**src/rtl/uart_tx_arbiter.sv**
```systemverilog
// uart_tx_arbiter: two-requester round-robin arbiter feeding a shared UART TX FIFO.
// A requester keeps the channel for a whole packet (until a beat with last=1).
// An idle counter releases the channel early if the granted requester stalls.
// Beats pass through a single registered output stage with one cycle of latency.
module uart_tx_arbiter #(
  parameter int DATA_W  = 8,
  parameter int TIMEOUT = 1024
) (
  input  logic              io_mainClk,
  input  logic              io_resetn,
  input  logic              s0_valid,
  input  logic [DATA_W-1:0] s0_data,
  input  logic              s0_last,
  output logic              s0_ready,
  input  logic              s1_valid,
  input  logic [DATA_W-1:0] s1_data,
  input  logic              s1_last,
  output logic              s1_ready,
  output logic              m_valid,
  output logic [DATA_W-1:0] m_data,
  input  logic              m_ready,
  output logic [1:0]        grant,
  output logic              timeout_pulse
);

  localparam logic [1:0] IDLE = 2'd0;
  localparam logic [1:0] GNT0 = 2'd1;
  localparam logic [1:0] GNT1 = 2'd2;

  // Counter value seen on the last allowed idle cycle of the owner.
  localparam logic [15:0] IDLE_LIMIT = 16'(TIMEOUT - 1);

  logic [1:0]        state;
  logic [1:0]        state_nxt;
  logic              rr_last;
  logic              rr_last_nxt;
  logic [15:0]       idle_cnt;
  logic [15:0]       idle_cnt_nxt;
  logic              timeout_nxt;

  logic              granted;
  logic              owner;
  logic              sel_valid;
  logic              sel_last;
  logic [DATA_W-1:0] sel_data;
  logic              out_free;
  logic              accept;

  // Owner-side mux, handshake and externally visible grant/ready.
  // Grant and ready are masked while reset is held so no beat can slip in.
  always_comb begin
    granted   = (state == GNT0) || (state == GNT1);
    owner     = (state == GNT1);
    sel_valid = owner ? s1_valid : s0_valid;
    sel_last  = owner ? s1_last  : s0_last;
    sel_data  = owner ? s1_data  : s0_data;
    out_free  = !m_valid || m_ready;
    accept    = io_resetn && granted && sel_valid && out_free;
    s0_ready  = io_resetn && (state == GNT0) && out_free;
    s1_ready  = io_resetn && (state == GNT1) && out_free;
    grant     = io_resetn ? {state == GNT1, state == GNT0} : 2'b00;
  end

  // Arbitration, packet lock and idle-timeout decisions.
  always_comb begin
    // NOTE: every variable gets a default before the case so no path leaves it
    // unassigned; otherwise synthesis infers a latch to hold the old value.
    state_nxt    = state;
    rr_last_nxt  = rr_last;
    idle_cnt_nxt = idle_cnt;
    timeout_nxt  = 1'b0;
    case (state)
      IDLE: begin
        // Counter is zero on every entry into a grant state.
        idle_cnt_nxt = '0;
        if (s0_valid && s1_valid) begin
          state_nxt = rr_last ? GNT0 : GNT1;
        end else if (s0_valid) begin
          state_nxt = GNT0;
        end else if (s1_valid) begin
          state_nxt = GNT1;
        end
      end
      GNT0, GNT1: begin
        if (accept) begin
          idle_cnt_nxt = '0;
          if (sel_last) begin
            state_nxt   = IDLE;
            rr_last_nxt = owner;
          end
        end else if (!sel_valid) begin
          idle_cnt_nxt = idle_cnt + 16'd1;
          if (idle_cnt == IDLE_LIMIT) begin
            state_nxt   = IDLE;
            rr_last_nxt = owner;
            timeout_nxt = 1'b1;
          end
        end
        // Valid but stalled by the output stage: counter holds.
      end
      default: state_nxt = IDLE;
    endcase
  end

  // Control state registers with synchronous reset.
  always_ff @(posedge io_mainClk) begin
    // NOTE: sequential state uses non-blocking assignments so every register
    // samples the pre-edge values regardless of statement order.
    if (!io_resetn) begin
      state         <= IDLE;
      rr_last       <= 1'b1;
      idle_cnt      <= '0;
      timeout_pulse <= 1'b0;
    end else begin
      state         <= state_nxt;
      rr_last       <= rr_last_nxt;
      idle_cnt      <= idle_cnt_nxt;
      timeout_pulse <= timeout_nxt;
    end
  end

  // Output register: load on accept, clear valid on a consume without a load.
  always_ff @(posedge io_mainClk) begin
    // NOTE: the data register is reset too, so m_data reads a known zero after
    // reset; it is a single word, not a memory, so the reset costs little.
    if (!io_resetn) begin
      m_valid <= 1'b0;
      m_data  <= '0;
    end else if (accept) begin
      m_valid <= 1'b1;
      m_data  <= sel_data;
    end else if (m_ready) begin
      m_valid <= 1'b0;
    end
  end

endmodule

```
**config.mk**
```make
export PLATFORM = sky130hd
export DESIGN_NAME = uart_tx_arbiter
export DESIGN_NICKNAME = d
export VERILOG_FILES = /design/src/rtl/uart_tx_arbiter.sv
export SDC_FILE = /design/constraint.sdc
export NUM_CORES = 1
export LEC_CHECK = 0
export CORE_MARGIN = 1.5
export CORE_UTILIZATION = 53
export DETAILED_ROUTE_END_ITERATION = 8
export GPL_ROUTABILITY_DRIVEN = 0
export PLACE_DENSITY_LB_ADDON = 0.25
export SKIP_LAST_GASP = 1
export SLEW_MARGIN = 20
export SYNTH_ARGS = -nofsm -noshare
export SYNTH_HDL_FRONTEND = slang
export SYNTH_SLANG_ARGS = --single-unit
```
**constraint.sdc**
```tcl
create_clock -name io_mainClk -period 3.46 [get_ports io_mainClk]
set_input_delay 1.038 -clock io_mainClk [delete_from_list [all_inputs] [get_ports io_mainClk]]
set_output_delay 1.038 -clock io_mainClk [all_outputs]
set_load 0.03 [all_outputs]
```
==> summary by stage, run 1 <==
Synthesis
The average footprint of a synthesized cell is 8.04 µm². The number of enable-type register cells in the synthesized netlist is 0. Sorting the synthesized cells by how often they occur yields sky130_fd_sc_hd__dfxtp_1 (29), sky130_fd_sc_hd__nor2_1 (25), sky130_fd_sc_hd__o21ai_0 (15). The post-synthesis instance total is 192. Summed over all instances, the cell type with the most area after synthesis is sky130_fd_sc_hd__dfxtp_1. The total standard cell area after synthesis is 1540 µm². Yosys printed 0 warnings. The flip-flop and latch count after synthesis is 29. The proportion of synthesized flip-flops having asynchronous set or reset is 0. Of the synthesized area, sequential elements account for 0.376.

The most common cell in the synthesized netlist is sky130_fd_sc_hd__dfxtp_1. By area the synthesized netlist is led by sky130_fd_sc_hd__dfxtp_1 (38%), sky130_fd_sc_hd__nor2_1 (6.1%), sky130_fd_sc_hd__mux2i_1 (5.8%). The number of nets in the synthesized netlist is 219.

The arithmetic-cell share of the synthesized area counting full adders, half adders and majority gates is 0.0324. The number of different library cells used by synthesis comes to 42. The area fraction in and, or, nand and nor cells after synthesis is 0.251. The share of the synthesized area in the top cell type is 0.376. The largest family of logic cells by synthesized area is simple AND/OR/NAND/NOR gates. For this run, the leading register cell type out of synthesis is sky130_fd_sc_hd__dfxtp_1. The xor and xnor fraction of the mapped netlist area is 0.0113.

The post-synthesis compound-gate area fraction is 0.224. The post-synthesis mux area share is 0.0656.

Cells and area
The number of nets in the layout is 260. The layout filler cell count is 207. The repair_antennas step left the layout with diodes totalling 0. The final cell count without fillers is 265.

The layout cell share with drive strength beyond 1 is 0.0940. Relative to the synthesized area, the layout overhead comes to 31.1%.

GRT
In the global route stage, met2 resource usage came out at 0.404. The met3 track demand over resource is 0.0499. The global routing stage identified its most utilized layer as met2. Across every metal layer, demand over resource in global routing totals 0.234. In the global route stage, met1 resource usage came out at 0.279. The first global-routing pass estimated 6080 µm of wire. The number of antenna violations at the first check in global routing is 0. The via count of the first global-routing pass was 1,470. The total overflow reported by the global router is 0. Entering global routing, the biggest net connects 17 pins.

Detailed routing
For this run, design rule violations remaining after detail routing come to 0. The average detailed-routed wire length per instance is 13.7 µm. The final wirelength is 3630 µm. The average via count per standard cell is 5.94. The number of violations reported at the end of detailed-routing iteration 0 is 66.

The number of routed nets with antenna violations is 0. Summing over every cut layer, the via total after detailed routing is 1,574. The first detailed-routing pass ran for 4 iterations.

Timing
The total count of hold-check failures in the final report is 0. Derived from the worst setup path, the maximum achievable clock frequency is 0.322 GHz. The tightest hold path in the finished design has a slack of 505 ps. Setup repair after global routing left no endpoint under its margin. The minimum clock period after layout is 3100 ps. Setup slack closes at 358 ps. Between clock sinks in the finished design, the worst skew comes to 7.45 ps. The total count of max-transition violations in the final report is 0.

Of the available clock period, the critical path in the final layout requires 0.896. The sum of negative setup slack is 0 ps. At the pin with the least slew margin, the transition time is 636 ps. In this run the tightest slew margin relative to its limit is 0.576.

Setup violations remaining at the end of the flow were counted as 0.

Job
The tool flagged a number of max-cap violations equal to 0.

Critical path
The required time at the worst-slack endpoint is 2420 ps. The slowest stage of the critical path is the sky130_fd_sc_hd__clkdlybuf4s50_1 cell. Counting cells, the worst reg-to-reg path comes to 8. The gate family responsible for the most delay along the worst path is buffers and inverters. The worst reg-to-reg setup slack is 970 ps. In this design, the stage delay of the slowest critical-path cell is 450 ps. The sum of buffers and inverters on the critical path is 2. In this run the worst path has a maximum fanout of 7.

The type of element launching the critical path is an input pin. At the worst endpoint, the arrival time is 2060 ps. The worst register-to-register path ends at m_data[7]. The beginning of the worst register-to-register path is state[0]. Traced cell by cell, the critical path runs through clkdlybuf4s50_1 -> nand2b_1 -> and3_1 -> buf_4. The worst setup path is captured at an output pin.

The path type of the worst setup path is in2out.

Worst hold path
The hold path depth is 1. The class of the tightest hold or removal check is reg2reg. The startpoint of the worst hold path is idle_cnt[3].

The end point of the worst hold path is idle_cnt[3].

Pwr
Of the total power, the clock network draws 0.314. The sequential fraction of design power is 0.392. Of the total power, the share spent switching nets is 0.311. Across the VDD grid, the largest voltage drop is 377 µV. Of the total power, combinational logic draws 0.294. Cell internal power was estimated by the tool at 0.642 mW. Summed over all cells, the static leakage comes to 0.736 nW.

The power density relative to cell area is 460 nW/µm². In this run the power spent charging and discharging nets is 0.290 mW.

Clock tree
The number of buffers between clock root and the deepest sink is 2. The later pin in the worst-skew pair is clocked with a latency of 320 ps. The tree built by TritonCTS fans out to 29 sinks.

The count of cells resized by post-cts repair is 0. The number of levels in the clock H-tree is 2. For this design, the CTS-stage hold fixing added 0 buffers. The cell sitting at the root of the clock tree is a sky130_fd_sc_hd__clkbuf_4. The clock tree from TritonCTS is yes. Once the clock tree was built, the setup fixing pass inserted 0 buffers.

Counting the buffers created by CTS gives 5. After clock tree synthesis, the clock-pin slew on the worst setup and hold paths is 90 ps.

Status
The run finished with clean final reports.

Floorplanning
The floorplan core area is 2760 µm². The vertical die dimension is 57.0 µm. The die width is 57.0 µm. The I/O pin count is 37. The initial utilization of the core area, before any placement, comes to 0.560. The die covers 3250 µm². In this run the core area contains 19 standard-cell rows.

Place
The number of placed instances with taps included is 257. The number of I/O port buffers is 36. Summed over all nets, the half-perimeter wirelength after detailed placement is 2730 µm. Before CTS, the worst setup slack after placement is 366 ps.
layout by cell type, fill, tap and decap left out, types with 7 or more instances in the layout:
| cell | count |
|---|---|
| sky130_fd_sc_hd__a211oi_1 | 11 |
| sky130_fd_sc_hd__a21oi_1 | 8 |
| sky130_fd_sc_hd__buf_4 | 9 |
| sky130_fd_sc_hd__clkdlybuf4s50_1 | 32 |
| sky130_fd_sc_hd__dfxtp_1 | 29 |
| sky130_fd_sc_hd__inv_1 | 7 |
| sky130_fd_sc_hd__mux2i_1 | 9 |
| sky130_fd_sc_hd__nand2_1 | 14 |
| sky130_fd_sc_hd__nand3_1 | 9 |
| sky130_fd_sc_hd__nor2_1 | 25 |
| sky130_fd_sc_hd__nor3_1 | 7 |
| sky130_fd_sc_hd__o21ai_0 | 15 |
through the flow:
step	area [µm²]	power, mW	util
after floorplan	1540	0.547	-
after global placement	1940	0.639	0.703
after detailed placement	1940	0.644	0.703
after CTS	2020	0.937	0.734
after global routing	2020	0.971	0.734
final	2020	0.932	0.734
worst max-delay path by stage:
stage,start,endpoint,cells past startpoint
floorplan,io_resetn,s0_ready,3
global placement,m_ready,s1_ready,4
detailed placement,m_ready,s0_ready,4
CTS,m_ready,s1_ready,4
global route,m_ready,s1_ready,4
finish,m_ready,s1_ready,4
kinds of logic after synthesis:
kind of cell / after synthesis
fa+ha+maj: 4
xor+xnor: 2
flops: 29
mux: 10
compound gates: 53
buf+inv: 15
simple gates: 79
per-layer routing:
metal / vias to the layer above / share of wire
met5: - / 0
met4: 0 / 0.011
met3: 5 / 0.067
met2: 62 / 0.49
met1: 725 / 0.43
li1: 782 / -
power by group through the flow:
| stage | Sequential (mW) | Clock (mW) | Combinational, mW |
|---|---|---|---|
| floorplan | 0.394 | 0 | 0.152 |
| CTS | 0.365 | 0.299 | 0.273 |
| global route | 0.368 | 0.306 | 0.297 |
| global placement | 0.371 | 0 | 0.267 |
| detailed placement | 0.372 | 0 | 0.272 |
| finish | 0.365 | 0.293 | 0.274 |
final cells by class:
cell class	instances	area [µm²]	area share
Tap cell	31	38.8	0.0192
Timing Repair Buffer	41	388	0.192
Inverter	8	30.0	0.0148
Sequential cell	29	581	0.287
Clock buffer	7	55.1	0.0272
Clock inverter	1	30.0	0.0148
Multi-Input combinational cell	148	902	0.446
registers in the layout (all words and copies together) (netlist names):
signal         flops
timeout_pulse      1
rr_last            1
m_valid            1
state              2
m_data             8
idle_cnt          16
Power figures use the tool's default switching activity.
==> inputs of run 2 (changes only) <==
--- a/config.mk
+++ b/config.mk
@@ -9,6 +9,7 @@
 export CORE_UTILIZATION = 53
 export DETAILED_ROUTE_END_ITERATION = 8
 export GPL_ROUTABILITY_DRIVEN = 0
+export HOLD_SLACK_MARGIN = 0.12
 export PLACE_DENSITY_LB_ADDON = 0.25
 export SKIP_LAST_GASP = 1
 export SLEW_MARGIN = 20
==> results of run 2 <==
The final DEF is identical to that of run 1; final timing and power are the same.
